==> config.mk <==
export PLATFORM = sky130hd
export DESIGN_NAME = uart_baud_ctrl_flat
export DESIGN_NICKNAME = d
export VERILOG_FILES = /design/src/rtl/uart_baud_ctrl_if.sv /design/src/rtl/uart_baud_ctrl.sv /design/src/flat_wrapper.sv
export SDC_FILE = /design/constraint.sdc
export NUM_CORES = 1
export LEC_CHECK = 0
export CAP_MARGIN = 10
export CORE_ASPECT_RATIO = 2
export CORE_UTILIZATION = 60
export CTS_CLUSTER_DIAMETER = 50
export DETAILED_ROUTE_END_ITERATION = 10
export PLACE_DENSITY = 0.87
export SYNTH_ARGS = -nofsm -noshare
export SYNTH_HDL_FRONTEND = slang
export SYNTH_SLANG_ARGS = --single-unit
==> constraint.sdc <==
create_clock -name clk -period 7.3 [get_ports clk]
set_input_delay 1.46 -clock clk [delete_from_list [all_inputs] [get_ports clk]]
set_output_delay 1.46 -clock clk [all_outputs]
set_load 0.1 [all_outputs]
==> src/rtl/uart_baud_ctrl_if.sv <==
// rtl/uart_baud_ctrl_if.sv - register-file side bundle of the baud-rate sequencer
interface uart_baud_ctrl_if #(
    parameter int CNT_W = 24
);
    logic             cfg_wr;
    logic [15:0]      cfg_wdata;
    logic             ab_start;
    logic             baud_en;
    logic [15:0]      divisor;
    logic             ab_busy;
    logic             ab_done;
    logic             ab_err;
    logic [1:0]       ab_err_code;
    logic [CNT_W-1:0] measured;

    modport master (
        output cfg_wr, cfg_wdata, ab_start,
        input  baud_en, divisor, ab_busy, ab_done, ab_err, ab_err_code, measured
    );

    modport slave (
        input  cfg_wr, cfg_wdata, ab_start,
        output baud_en, divisor, ab_busy, ab_done, ab_err, ab_err_code, measured
    );
endinterface

==> src/rtl/uart_baud_ctrl.sv <==
// rtl/uart_baud_ctrl.sv - baud generator divisor owner with manual load and auto-baud
module uart_baud_ctrl #(
    parameter int OVS_LOG2  = 4,
    parameter int CNT_W     = 24,
    parameter int MIN_PULSE = 8,
    parameter int MAX_CNT   = 2**24-1
) (
    input  logic              clk,
    input  logic              rst_n,
    input  logic              rx,
    uart_baud_ctrl_if.slave   bus
);
    localparam int               SHIFT = OVS_LOG2 + 1;
    localparam logic [CNT_W-1:0] MAX_C = CNT_W'(MAX_CNT);
    localparam logic [CNT_W-1:0] MIN_C = CNT_W'(MIN_PULSE);
    localparam logic [CNT_W:0]   ROUND = (CNT_W+1)'(2**(SHIFT-1));
    localparam logic [CNT_W-1:0] Q_MAX = CNT_W'(65536);

    typedef enum logic [2:0] {IDLE, WAIT_FALL, MEASURE, CALC, QUIESCE0, QUIESCE1} state_t;

    state_t           state_q, state_d;
    logic             rx_m_q, rx_s_q;
    logic [CNT_W-1:0] wait_q, wait_d, cnt_q, cnt_d, measured_q, measured_d;
    logic [15:0]      pend_q, pend_d, divisor_q, divisor_d;
    logic             auto_q, auto_d, baud_en_q, baud_en_d, busy_q, busy_d;
    logic             done_q, done_d, err_q, err_d;
    logic [1:0]       code_q, code_d;

    logic [CNT_W-1:0] wait_inc, cnt_inc, q;
    logic [CNT_W:0]   sum;

    assign wait_inc = (wait_q == MAX_C) ? wait_q : wait_q + 1'b1;
    assign cnt_inc  = (cnt_q == MAX_C) ? cnt_q : cnt_q + 1'b1;
    // One extra bit keeps the rounding add from overflowing near the top of the range.
    assign sum      = {1'b0, measured_q} + ROUND;
    assign q        = CNT_W'(sum >> SHIFT);

    always_comb begin
        state_d    = state_q;
        wait_d     = wait_q;
        cnt_d      = cnt_q;
        measured_d = measured_q;
        pend_d     = pend_q;
        divisor_d  = divisor_q;
        auto_d     = auto_q;
        baud_en_d  = baud_en_q;
        busy_d     = busy_q;
        code_d     = code_q;
        done_d     = 1'b0;
        err_d      = 1'b0;
        case (state_q)
            IDLE: begin
                if (bus.cfg_wr) begin
                    pend_d    = bus.cfg_wdata;
                    auto_d    = 1'b0;
                    busy_d    = 1'b1;
                    baud_en_d = 1'b0;
                    state_d   = QUIESCE0;
                end else if (bus.ab_start) begin
                    code_d  = 2'd0;
                    wait_d  = '0;
                    auto_d  = 1'b1;
                    busy_d  = 1'b1;
                    state_d = WAIT_FALL;
                end
            end
            WAIT_FALL: begin
                wait_d = wait_inc;
                if (!rx_s_q) begin
                    cnt_d   = CNT_W'(1);
                    state_d = MEASURE;
                end else if (wait_inc == MAX_C) begin
                    err_d   = 1'b1;
                    code_d  = 2'd1;
                    busy_d  = 1'b0;
                    state_d = IDLE;
                end
            end
            MEASURE: begin
                if (!rx_s_q) begin
                    cnt_d = cnt_inc;
                    if (cnt_inc == MAX_C) begin
                        err_d   = 1'b1;
                        code_d  = 2'd2;
                        busy_d  = 1'b0;
                        state_d = IDLE;
                    end
                end else if (cnt_q < MIN_C) begin
                    // Glitch: resume waiting; the wait budget keeps running.
                    state_d = WAIT_FALL;
                end else begin
                    measured_d = cnt_q;
                    state_d    = CALC;
                end
            end
            CALC: begin
                if (q < CNT_W'(2) || q > Q_MAX) begin
                    err_d   = 1'b1;
                    code_d  = 2'd3;
                    busy_d  = 1'b0;
                    state_d = IDLE;
                end else begin
                    pend_d    = 16'(q - 1'b1);
                    baud_en_d = 1'b0;
                    state_d   = QUIESCE0;
                end
            end
            QUIESCE0: begin
                divisor_d = pend_q;
                state_d   = QUIESCE1;
            end
            QUIESCE1: begin
                baud_en_d = (pend_q != 16'd0);
                busy_d    = 1'b0;
                done_d    = auto_q;
                state_d   = IDLE;
            end
            default: state_d = IDLE;
        endcase
    end

    always_ff @(posedge clk or negedge rst_n) begin
        if (!rst_n) begin
            state_q    <= IDLE;
            rx_m_q     <= 1'b1;
            rx_s_q     <= 1'b1;
            wait_q     <= '0;
            cnt_q      <= '0;
            measured_q <= '0;
            pend_q     <= '0;
            divisor_q  <= '0;
            auto_q     <= 1'b0;
            baud_en_q  <= 1'b0;
            busy_q     <= 1'b0;
            done_q     <= 1'b0;
            err_q      <= 1'b0;
            code_q     <= '0;
        end else begin
            state_q    <= state_d;
            rx_m_q     <= rx;
            rx_s_q     <= rx_m_q;
            wait_q     <= wait_d;
            cnt_q      <= cnt_d;
            measured_q <= measured_d;
            pend_q     <= pend_d;
            divisor_q  <= divisor_d;
            auto_q     <= auto_d;
            baud_en_q  <= baud_en_d;
            busy_q     <= busy_d;
            done_q     <= done_d;
            err_q      <= err_d;
            code_q     <= code_d;
        end
    end

    assign bus.baud_en     = baud_en_q;
    assign bus.divisor     = divisor_q;
    assign bus.ab_busy     = busy_q;
    assign bus.ab_done     = done_q;
    assign bus.ab_err      = err_q;
    assign bus.ab_err_code = code_q;
    assign bus.measured    = measured_q;
endmodule
==> src/flat_wrapper.sv <==
// flat-port wrapper written by rule: the top's interface ports become plain ports
module uart_baud_ctrl_flat 
#(
    parameter int OVS_LOG2  = 4,
    parameter int CNT_W     = 24,
    parameter int MIN_PULSE = 8,
    parameter int MAX_CNT   = 2**24-1
)
  (clk, rst_n, rx, bus_cfg_wr, bus_cfg_wdata, bus_ab_start, bus_baud_en, bus_divisor, bus_ab_busy, bus_ab_done, bus_ab_err, bus_ab_err_code, bus_measured);
  uart_baud_ctrl_if #(.CNT_W(CNT_W)) bus_i ();
  input  logic clk;
  input  logic rst_n;
  input  logic rx;
  input wire logic [$bits(bus_i.cfg_wr)-1:0] bus_cfg_wr;
  input wire logic [$bits(bus_i.cfg_wdata)-1:0] bus_cfg_wdata;
  input wire logic [$bits(bus_i.ab_start)-1:0] bus_ab_start;
  output wire logic [$bits(bus_i.baud_en)-1:0] bus_baud_en;
  output wire logic [$bits(bus_i.divisor)-1:0] bus_divisor;
  output wire logic [$bits(bus_i.ab_busy)-1:0] bus_ab_busy;
  output wire logic [$bits(bus_i.ab_done)-1:0] bus_ab_done;
  output wire logic [$bits(bus_i.ab_err)-1:0] bus_ab_err;
  output wire logic [$bits(bus_i.ab_err_code)-1:0] bus_ab_err_code;
  output wire logic [$bits(bus_i.measured)-1:0] bus_measured;
  assign bus_i.cfg_wr = bus_cfg_wr;
  assign bus_i.cfg_wdata = bus_cfg_wdata;
  assign bus_i.ab_start = bus_ab_start;
  assign bus_baud_en = bus_i.baud_en;
  assign bus_divisor = bus_i.divisor;
  assign bus_ab_busy = bus_i.ab_busy;
  assign bus_ab_done = bus_i.ab_done;
  assign bus_ab_err = bus_i.ab_err;
  assign bus_ab_err_code = bus_i.ab_err_code;
  assign bus_measured = bus_i.measured;
  uart_baud_ctrl #(.OVS_LOG2(OVS_LOG2), .CNT_W(CNT_W), .MIN_PULSE(MIN_PULSE), .MAX_CNT(MAX_CNT)) u_core (.clk(clk), .rst_n(rst_n), .rx(rx), .bus(bus_i));
endmodule
==> impl_results.md, run 1 <==
* # setup viols final at 0
* Final HPWL DP at 16100 um
* Tcrit/Tclk final at 57.6%
* Post-route minimum period at 4.21 ns
* R2r worst-path depth at 9
* Crit-path max FO at 16
* Full die area at 12400 um2
* Async SR Flop Fraction at 100%
* Longest Clk Path Bufs at 2
* Worst path required time at 7.60 ns
* CTS clk-pin slew, worst paths at 0.06 ns
* Syn nets at 845
* Critical path class: register to register
* Fmax at 0.238 GHz
* Drt via density at 6.85
* Post_cts resized at 0
* Diodes inserted at 0
* Post-CTS Setup Repair Bufs at 0
* Reg2Reg Capture Point: u_core.pend_q[3]
* Grt ovf at 0
* Worst-Skew Late Latency at 0.42 ns
* Largest net degree at the start of global routing at 61
* Row cnt at 56
* Die Y at 157 um
* Area grow syn2layout at 17.5%
* DR iter-0 viols at 624
* Wire length per cell at 22.0 um
* Logic depth of the worst path, buffers included at 9
* Nets at 873
* Core Util, Final at 72.0%
* Register cell area after layout at 2910 um2
* Antenna violations before repair at 0
* Worst-margin pin slew at 1.15 ns
* Yosys Warn Count at 0
* Worst Hold Depth at 0
* Largest area contributor in the netlist: dfrtp_1
* Synth Area per Inst at 8.75 um2
* Share of layout cells above drive strength 1 at 11.5%
* Power Density at 341 nW/um2
* H-tree depth at 4
* Min-delay worst type: register to register
* Routed via count at 6896
* # hold bufs at CTS at 0
* Worst VDD drop at 0.358 mV
* Number of synthesized register bits at 116
* Largest cells by area after synthesis: dfrtp_1 40%, mux2_2 6.9%, o21ai_0 5.6%, nand2_1 4.4%, a21oi_1 3.4%
* Relative slew slack at 23.0%
* Status: complete, no violations
* Worst Skew at 0.0118 ns
* GRT Overall Usage at 38.1%
* Seq/Total Area, Yosys at 40.5%
* TNS Setup at 0 ns
* Cell family with most CP delay: simple AND/OR/NAND/NOR gates
* Gpl congestion at 1.06
* First-pass GRT wire length at 35400 um
* Slowest cell delay on critical path at 0.83 ns
* CP Data Arrival Time at 4.50 ns
* CTS tree: built
* Residual DRC count at 0
* Reg2reg start: u_core.bus.measured[7]
* Number of max-cap violations at 0
* Cells after Synth at 820
* Initial Util at 61.3%
* CP max stage cell: nor4_2
* RSZ-0062 raised after global routing: no
* Die Width at 79.3 um
* I/O Pins at 67
* # port buffers at 66
* Core Region at 11700 um2
* Filler cells at 883
* Crit path buf inv count at 0
* Hold Violations, Final at 0
* Top cell type's share of synthesized area at 39.8%
* Post-synth cell types at 66
* Drt total wl at 22100 um
* LEAKAGE at 3.36 nW
* DRT antenna net count at 0
* Number of synthesized flops with an enable pin at 0
* Pre-CTS setup slack at 3.20 ns
* Area of the multi-input gates at 3970 um2
* Worst setup SP type: register
* Inserted Clock Buffers at 17
* Slew Viols, Final at 0
* Clock Sinks at 116
* CTS Root Cell: clkbuf_16
* Setup slack after layout at 3.09 ns
* Post-Syn Area at 7180 um2
* Register-to-register setup slack at 3.09 ns
* Drt first pass iters at 5
* Vias in the first global route at 6845
* Min-delay src: u_core.rx_m_q
* Synth Flop Type: dfrtp_1
* WHS Endpoint: u_core.rx_s_q
* Design Power at 2.87 mW
* Critical path cell sequence: nand3_1, nor4_2, a211oi_1, or2_2, a2111oi_0, a21oi_1, nor2_2, o21a_1, mux2_2
* Crit end category: register
[cell usage after synthesis (6+ instances only)]
master and instances:
nor3_1 22, o31ai_1 13, nand3_1 26, a21oi_1 49
and2_1 8, o41ai_1 6, a211oi_1 8, dfrtp_1 114
nand4_1 34, a31oi_1 17, nand2_1 85, inv_1 14
mux2_2 44, or3_1 9, o21ai_0 81, and4_1 10
and3_1 11, mux2_1 12, xnor2_1 24, nor2_1 58
nor4_1 18, xor2_1 12, a21o_1 8, buf_2 16
clkbuf_1 42
[cell type report]
cell class	instances	area share, %
clock inverter	15	2.15
timing repair buffer	71	8.49
tap	145	2.15
multi-input combinational	627	47.0
clock buffer	17	5.05
inverter	15	0.668
sequential	116	34.5
[placed cells by master, fill, tap and decap left out, drive strengths merged, types with 17 or more instances in the layout]
cell,netlist,layout
a21oi,49,49
a31oi,17,17
clkbuf,42,17
clkdlybuf4s50,0,65
dfrtp,114,114
inv,15,25
mux2,56,56
nand2,85,85
nand3,27,27
nand4,35,35
nor2,59,59
nor3,23,23
nor4,21,21
o21ai,81,81
xnor2,24,24
[worst max path at each step]
stage,slack (ns),endpoint,start
after floorplan,3.41,u_core.pend_q[0],u_core.bus.measured[5]
after detailed placement,3.20,u_core.pend_q[4],u_core.bus.measured[7]
after global routing,2.72,u_core.pend_q[13],u_core.bus.measured[7]
after global placement,3.32,u_core.pend_q[6],u_core.bus.measured[7]
after CTS,3.13,u_core.pend_q[13],u_core.bus.measured[7]
final,3.09,u_core.pend_q[3],u_core.bus.measured[7]
[logic make-up (layout without fill, tap and decap cells)]
family	after synthesis	after routing	share of synthesized area, %
buffers and inverters	77	118	4.46
DFF	116	116	40.5
and+or+nand+nor	312	312	22.6
xor gates and xnor gates	36	36	4.39
muxes	58	58	9.07
adders and majority gates	4	4	0.697
AOI/OAI and AO/OA	217	217	18.3
[registers in the layout, summed over array words and instances (netlist names), 2 cells and up]
register                count
u_core.bus.ab_err_code      2
u_core.wait_q              24
u_core.bus.divisor         16
u_core.state_q              3
u_core.bus.measured        24
u_core.cnt_q               24
u_core.pend_q              16
[per-stage QoR]
step                      cells  hold WS [ns]  instance area (um2)
after floorplan             820         0.345                 7180
after global placement      973         0.347                 7800
after detailed placement    973         0.350                 7800
after CTS                  1005         0.359                 8400
after global routing       1006         0.361                 8430
final                      1006         0.357                 8430
[where the power goes]
part           switching, mW  internal [mW]
clock                  0.348          0.518
combinational          0.766          0.322
sequential             0.140          0.777
[layer usage]
metal  up-vias  GRT usage (%)  share of wire [%]
li1       3093              -                  -
met1      3280           38.3                 34
met2       395           68.8                 53
met3       128           7.41                5.6
met4         0           26.0                8.0
met5         -              0                  0
(Power assumes the default switching activity.)
==> inputs of run 2 (changes only) <==
--- a/config.mk
+++ b/config.mk
@@ -7,10 +7,10 @@
 export LEC_CHECK = 0
 export CAP_MARGIN = 10
 export CORE_ASPECT_RATIO = 2
-export CORE_UTILIZATION = 60
+export CORE_UTILIZATION = 58
 export CTS_CLUSTER_DIAMETER = 50
 export DETAILED_ROUTE_END_ITERATION = 10
-export PLACE_DENSITY = 0.87
+export PLACE_DENSITY = 0.85
 export SYNTH_ARGS = -nofsm -noshare
 export SYNTH_HDL_FRONTEND = slang
 export SYNTH_SLANG_ARGS = --single-unit
==> constraint.sdc (replaced) <==
create_clock -name clk -period 3.9 [get_ports clk]
set_input_delay 0.78 -clock clk [delete_from_list [all_inputs] [get_ports clk]]
set_output_delay 0.78 -clock clk [all_outputs]
set_load 0.1 [all_outputs]
==> impl_results.md, run 2 (synthesized netlist as in run 1, its figures left out) <==
* Status: complete, no violations
* LEAKAGE at 3.46 nW
* Gpl congestion at 1.14
* Commonest non-fill, non-tap cells in the layout: 114 x dfrtp_1, 85 x nand2_1, 80 x o21ai_0
* Drt first pass iters at 6
* WL met1 at 7790 um
* CTS tree: built
* Longest Clk Path Bufs at 2
* Antenna violations before repair at 0
* # hold bufs at CTS at 0
* Pre-CTS setup slack at 0.338 ns
* DR iter-0 viols at 760
* Routed via count at 6859
* Filler cells at 915
* CP Data Arrival Time at 3.94 ns
* Post-route minimum period at 3.65 ns
* Wire length per cell at 21.8 um
* Post-CTS Setup Repair Bufs at 0
* Cells after DPL at 991
* Drt via density at 6.70
* Most common library cell in the layout ignoring fill and taps: dfrtp_1
* Row cnt at 57
* Area grow syn2layout at 19.6%
* Final HPWL DP at 15800 um
* Worst setup SP type: register
* First-pass GRT wire length at 34900 um
* Worst-Skew Late Latency at 0.42 ns
* TNS Setup at 0 ns
* Critical path class: register to register
* Power Density at 636 nW/um2
* Initial Util at 59.2%
* Nets at 889
* Slew Viols, Final at 0
* CTS clk-pin slew, worst paths at 0.06 ns
* # port buffers at 66
* Fmax at 0.274 GHz
* Inserted Clock Buffers at 17
* Die Y at 159 um
* Final instance count without filler cells at 1024
* Worst path required time at 4.19 ns
* Full die area at 12800 um2
* Min-delay worst type: register to register
* Largest net degree at the start of global routing at 62
* Worst Skew at 0.00796 ns
* Setup slack after layout at 0.251 ns
* Core Util, Final at 70.8%
* Post_cts resized at 0
* Drt total wl at 22300 um
* Grt ovf at 0
* RSZ-0062 raised after global routing: no
* # setup viols final at 0
* Relative slew slack at 27.8%
* Diodes inserted at 0
* Number of max-cap violations at 0
* I/O Pins at 67
* Crit end category: register
* Worst VDD drop at 1.07 mV
* Die Width at 80.7 um
* Core Region at 12100 um2
* Share of layout cells above drive strength 1 at 13.2%
* Hold Violations, Final at 0
* Residual DRC count at 0
* WL met3 at 1260 um
* Vias in the first global route at 6784
* Tcrit/Tclk final at 93.6%
* GRT Overall Usage at 36.1%
* H-tree depth at 4
* DRT antenna net count at 0
* Met2 WL at 11800 um
* Clock Sinks at 116
* Top routing layer used: met4
* Worst-margin pin slew at 1.08 ns
* Crit-path max FO at 16
* CTS Root Cell: clkbuf_16
==> run 2: cell types whose count changed in the layout (fill, tap and decap cells not counted), sizes merged <==
cell	delta
clkinvlp	-2
inv	-2
bufinv	+1
clkinv	+2
buf	+15
clkbuf	+2
==> run 2: metal layers <==
layer,vias to the layer above,global-route usage (%)
li1,3107,-
met1,3304,38.9
met2,347,63.1
met3,101,5.79
met4,0,23.6
met5,-,0
==> run 2: final timing paths <==
check                                  startpoint                    end  slack (ns)  depth (start not counted)
setup / recovery           u_core.bus.measured[5]      u_core.pend_q[13]        0.25                         11
hold / removal                      u_core.rx_m_q          u_core.rx_s_q        0.36                          0
setup reg to reg           u_core.bus.measured[5]      u_core.pend_q[13]        0.25                         11
hold reg to reg                     u_core.rx_m_q          u_core.rx_s_q        0.36                          0
max in group asynchronous                   rst_n       u_core.wait_q[0]        2.56                          3
min in group asynchronous                   rst_n  u_core.bus.divisor[5]        0.44                          1
==> run 2: metrics by stage <==
stage / hold slack (ns) / power, mW / cell area (um2)
final: 0.356 / 5.45 / 8580
after global routing: 0.359 / 5.65 / 8580
after CTS: 0.358 / 5.43 / 8560
after detailed placement: 0.350 / 3.73 / 7930
after global placement: 0.347 / 3.65 / 7930
after floorplan: 0.345 / 3.19 / 7180
==> run 2: power breakdown <==
group          total, mW  switching, mW  internal [mW]
clock network       1.69          0.640           1.05
registers           1.71          0.260           1.46
logic               2.05           1.43          0.624
total               5.45           2.33           3.12
==> run 2: area by class of cell <==
cell class	instances	area, um2	area share, %
Sequential cell	116	2910	33.9
Tap cell	147	184	2.14
Timing Repair Buffer	87	835	9.73
Multi-Input combinational cell	627	3970	46.3
Clock buffer	18	439	5.12
Inverter	15	56.3	0.656
Clock inverter	14	190	2.22
==> run 2: worst max-delay path, stage by stage, from the launching register on <==
cell	delay (ns)
dfrtp_1	0.45
ha_1	0.36
and4_1	0.40
a2111oi_0	0.17
o21a_1	0.22
or2_2	0.27
a2111oi_0	0.46
a21oi_1	0.21
nor2_2	0.21
o21a_1	0.13
buf_4	0.24
mux2_1	0.38
==> inputs of run 3 (changes only) <==
--- a/config.mk
+++ b/config.mk
@@ -6,11 +6,12 @@
 export NUM_CORES = 1
 export LEC_CHECK = 0
 export CAP_MARGIN = 10
-export CORE_ASPECT_RATIO = 2
+export CORE_ASPECT_RATIO = 0.8
 export CORE_UTILIZATION = 58
 export CTS_CLUSTER_DIAMETER = 50
 export DETAILED_ROUTE_END_ITERATION = 10
-export PLACE_DENSITY = 0.85
+export GPL_TIMING_DRIVEN = 0
+export PLACE_DENSITY = 0.81
 export SYNTH_ARGS = -nofsm -noshare
 export SYNTH_HDL_FRONTEND = slang
 export SYNTH_SLANG_ARGS = --single-unit
==> impl_results.md, run 3 (synthesized netlist as in run 1, its figures left out) <==
* Commonest non-fill, non-tap cells in the layout: 113 x dfrtp_1, 85 x nand2_1, 81 x o21ai_0
* Fmax at 0.263 GHz
* Final instance area at 8710 um2
* Crit-path max FO at 10
* Residual DRC count at 0
* Critical path cell sequence: clkbuf_1, nand4_1, nor4_2, buf_2, o211ai_1, a2111oi_2, a21oi_1, nor2_2, o21a_1, buf_2, buf_6, mux2_1
* Final HPWL DP at 15300 um
* Filler cells at 850
* Slew Viols, Final at 0
* # port buffers at 66
* Min-delay worst type: register to register
* Worst VDD drop at 0.533 mV
* I/O Pins at 67
* Area grow syn2layout at 21.4%
* Power Density at 625 nW/um2
* # hold bufs at CTS at 0
* Worst Skew at 0.0112 ns
* GRT Overall Usage at 35.7%
* Logic pwr share at 39.8%
* Drt total wl at 21900 um
* Slowest cell delay on critical path at 0.49 ns
* CTS clk-pin slew, worst paths at 0.06 ns
* Post-route minimum period at 3.80 ns
* Worst-Skew Late Latency at 0.42 ns
* Most common library cell in the layout ignoring fill and taps: dfrtp_1
* Worst setup SP type: register
* Power share of the sequential group at 30.7%
* Antenna violations before repair at 0
* Worst path required time at 4.17 ns
* Gpl congestion at 1.00
* Cell family with most CP delay: compound AO/OA/AOI/OAI gates
* Sw frac at 42.2%
* Status: complete, no violations
* Die Width at 126 um
* Internal power at 3.14 mW
* CTS tree: built
* Inserted Clock Buffers at 17
* Relative slew slack at 24.6%
* Psw at 2.30 mW
* Grt ovf at 0
* CP Data Arrival Time at 4.07 ns
* Drt via density at 6.64
* Post-CTS Setup Repair Bufs at 0
* Crit path buf inv count at 4
* Drt first pass iters at 5
* Longest Clk Path Bufs at 2
* Cells after DPL at 1036
* Clock Sinks at 116
* First-pass GRT wire length at 35200 um
* Nets at 932
* Hold Violations, Final at 0
* Number of max-cap violations at 0
* Dpl cell area at 8060 um2
* Wire length per cell at 20.5 um
* RSZ-0062 raised after global routing: no
* H-tree depth at 4
* WHS at 0.359 ns
* Row cnt at 35
* # setup viols final at 0
* Crit end category: register
* Critical path class: register to register
* Share of layout cells above drive strength 1 at 12.5%
* Vias in the first global route at 6655
* LEAKAGE at 3.52 nW
* DR iter-0 viols at 655
* CTS Root Cell: clkbuf_16
* Initial Util at 60.9%
* Clock share of power at 29.5%
* Routed via count at 7087
* Worst-margin pin slew at 1.12 ns
* DRT antenna net count at 0
* Largest net degree at the start of global routing at 70
* CP max stage cell: a2111oi_2
* Final instance count without filler cells at 1068
* Core Region at 11800 um2
* Tcrit/Tclk final at 97.3%
* Die Y at 101 um
* Diodes inserted at 0
* Most frequent CP cell: buf_2
* Design Power at 5.44 mW
* Full die area at 12800 um2
run 3: cell count changes in the layout (fill, tap and decap cells not counted), sizes merged:
cell      previous run  this run
buf                 21        23
clkinvlp             0         3
inv                 23        15
clkbuf              19        65
run 3: per-layer routing:
metal	global-route usage, %	share of wire, %	vias to the layer above
li1	-	-	3206
met1	48.8	44	3425
met2	57.9	46	403
met3	6.44	8.1	53
met4	12.0	2.2	0
met5	0	0	-
run 3: worst paths after layout:
kind	start	end	slack (ns)	depth (start not counted)
worst max register to register	u_core.bus.measured[10]	u_core.pend_q[15]	0.10	12
max in group asynchronous	rst_n	u_core.rx_m_q	2.71	2
worst max-delay path	u_core.bus.measured[10]	u_core.pend_q[15]	0.10	12
worst min-delay path	u_core.rx_m_q	u_core.rx_s_q	0.36	0
min in group asynchronous	rst_n	u_core.bus.divisor[13]	0.39	1
worst min register to register	u_core.rx_m_q	u_core.rx_s_q	0.36	0
run 3: worst register-to-register path: cells and delay by family, from the launching register on:
kind | cells | cell delay [ns]
flip-flops | 1 | 0.37
buffers and inverters | 4 | 1.04
multiplexers | 1 | 0.38
AND/OR/NAND/NOR | 3 | 0.82
AO/OA/AOI/OAI | 4 | 1.05
run 3: timing repair:
action | 4_1_cts | 5_1_grt
setup endpoints to repair | 3 | 13
cloned | 0 | 0
resized for setup | 2 | 7
run 3: metrics by stage:
step	utilization, %	setup TNS, ns	worst slack (ns)
after floorplan	-	0	0.00638
after global placement	68.1	-249.50	-2.19
after detailed placement	68.4	0	0.0489
after CTS	73.6	0	0.0576
after global routing	73.9	0	0.0252
final	73.9	0	0.105
run 3: power by group through the flow:
stage          combinational (mW)  sequential, mW  clock [mW]
3_5_place_dp                 2.11            1.67           0
2_1_floorplan               0.821            2.37           0
5_1_grt                      2.28            1.69        1.67
3_3_place_gp                 2.05            1.64           0
4_1_cts                      2.15            1.66        1.62
6_report                     2.17            1.67        1.61
run 3: final cells by class:
| cell class | count | area, um2 | area share, % |
|---|---|---|---|
| multi-input cells | 627 | 4000 | 45.9 |
| plain buffers | 62 | 264 | 3.03 |
| repair buffers | 68 | 693 | 7.96 |
| inverters | 15 | 56.3 | 0.647 |
| clock inverters | 9 | 128 | 1.47 |
| flip-flops and latches | 116 | 2910 | 33.4 |
| well taps | 148 | 185 | 2.13 |
| clock buffers | 23 | 478 | 5.49 |
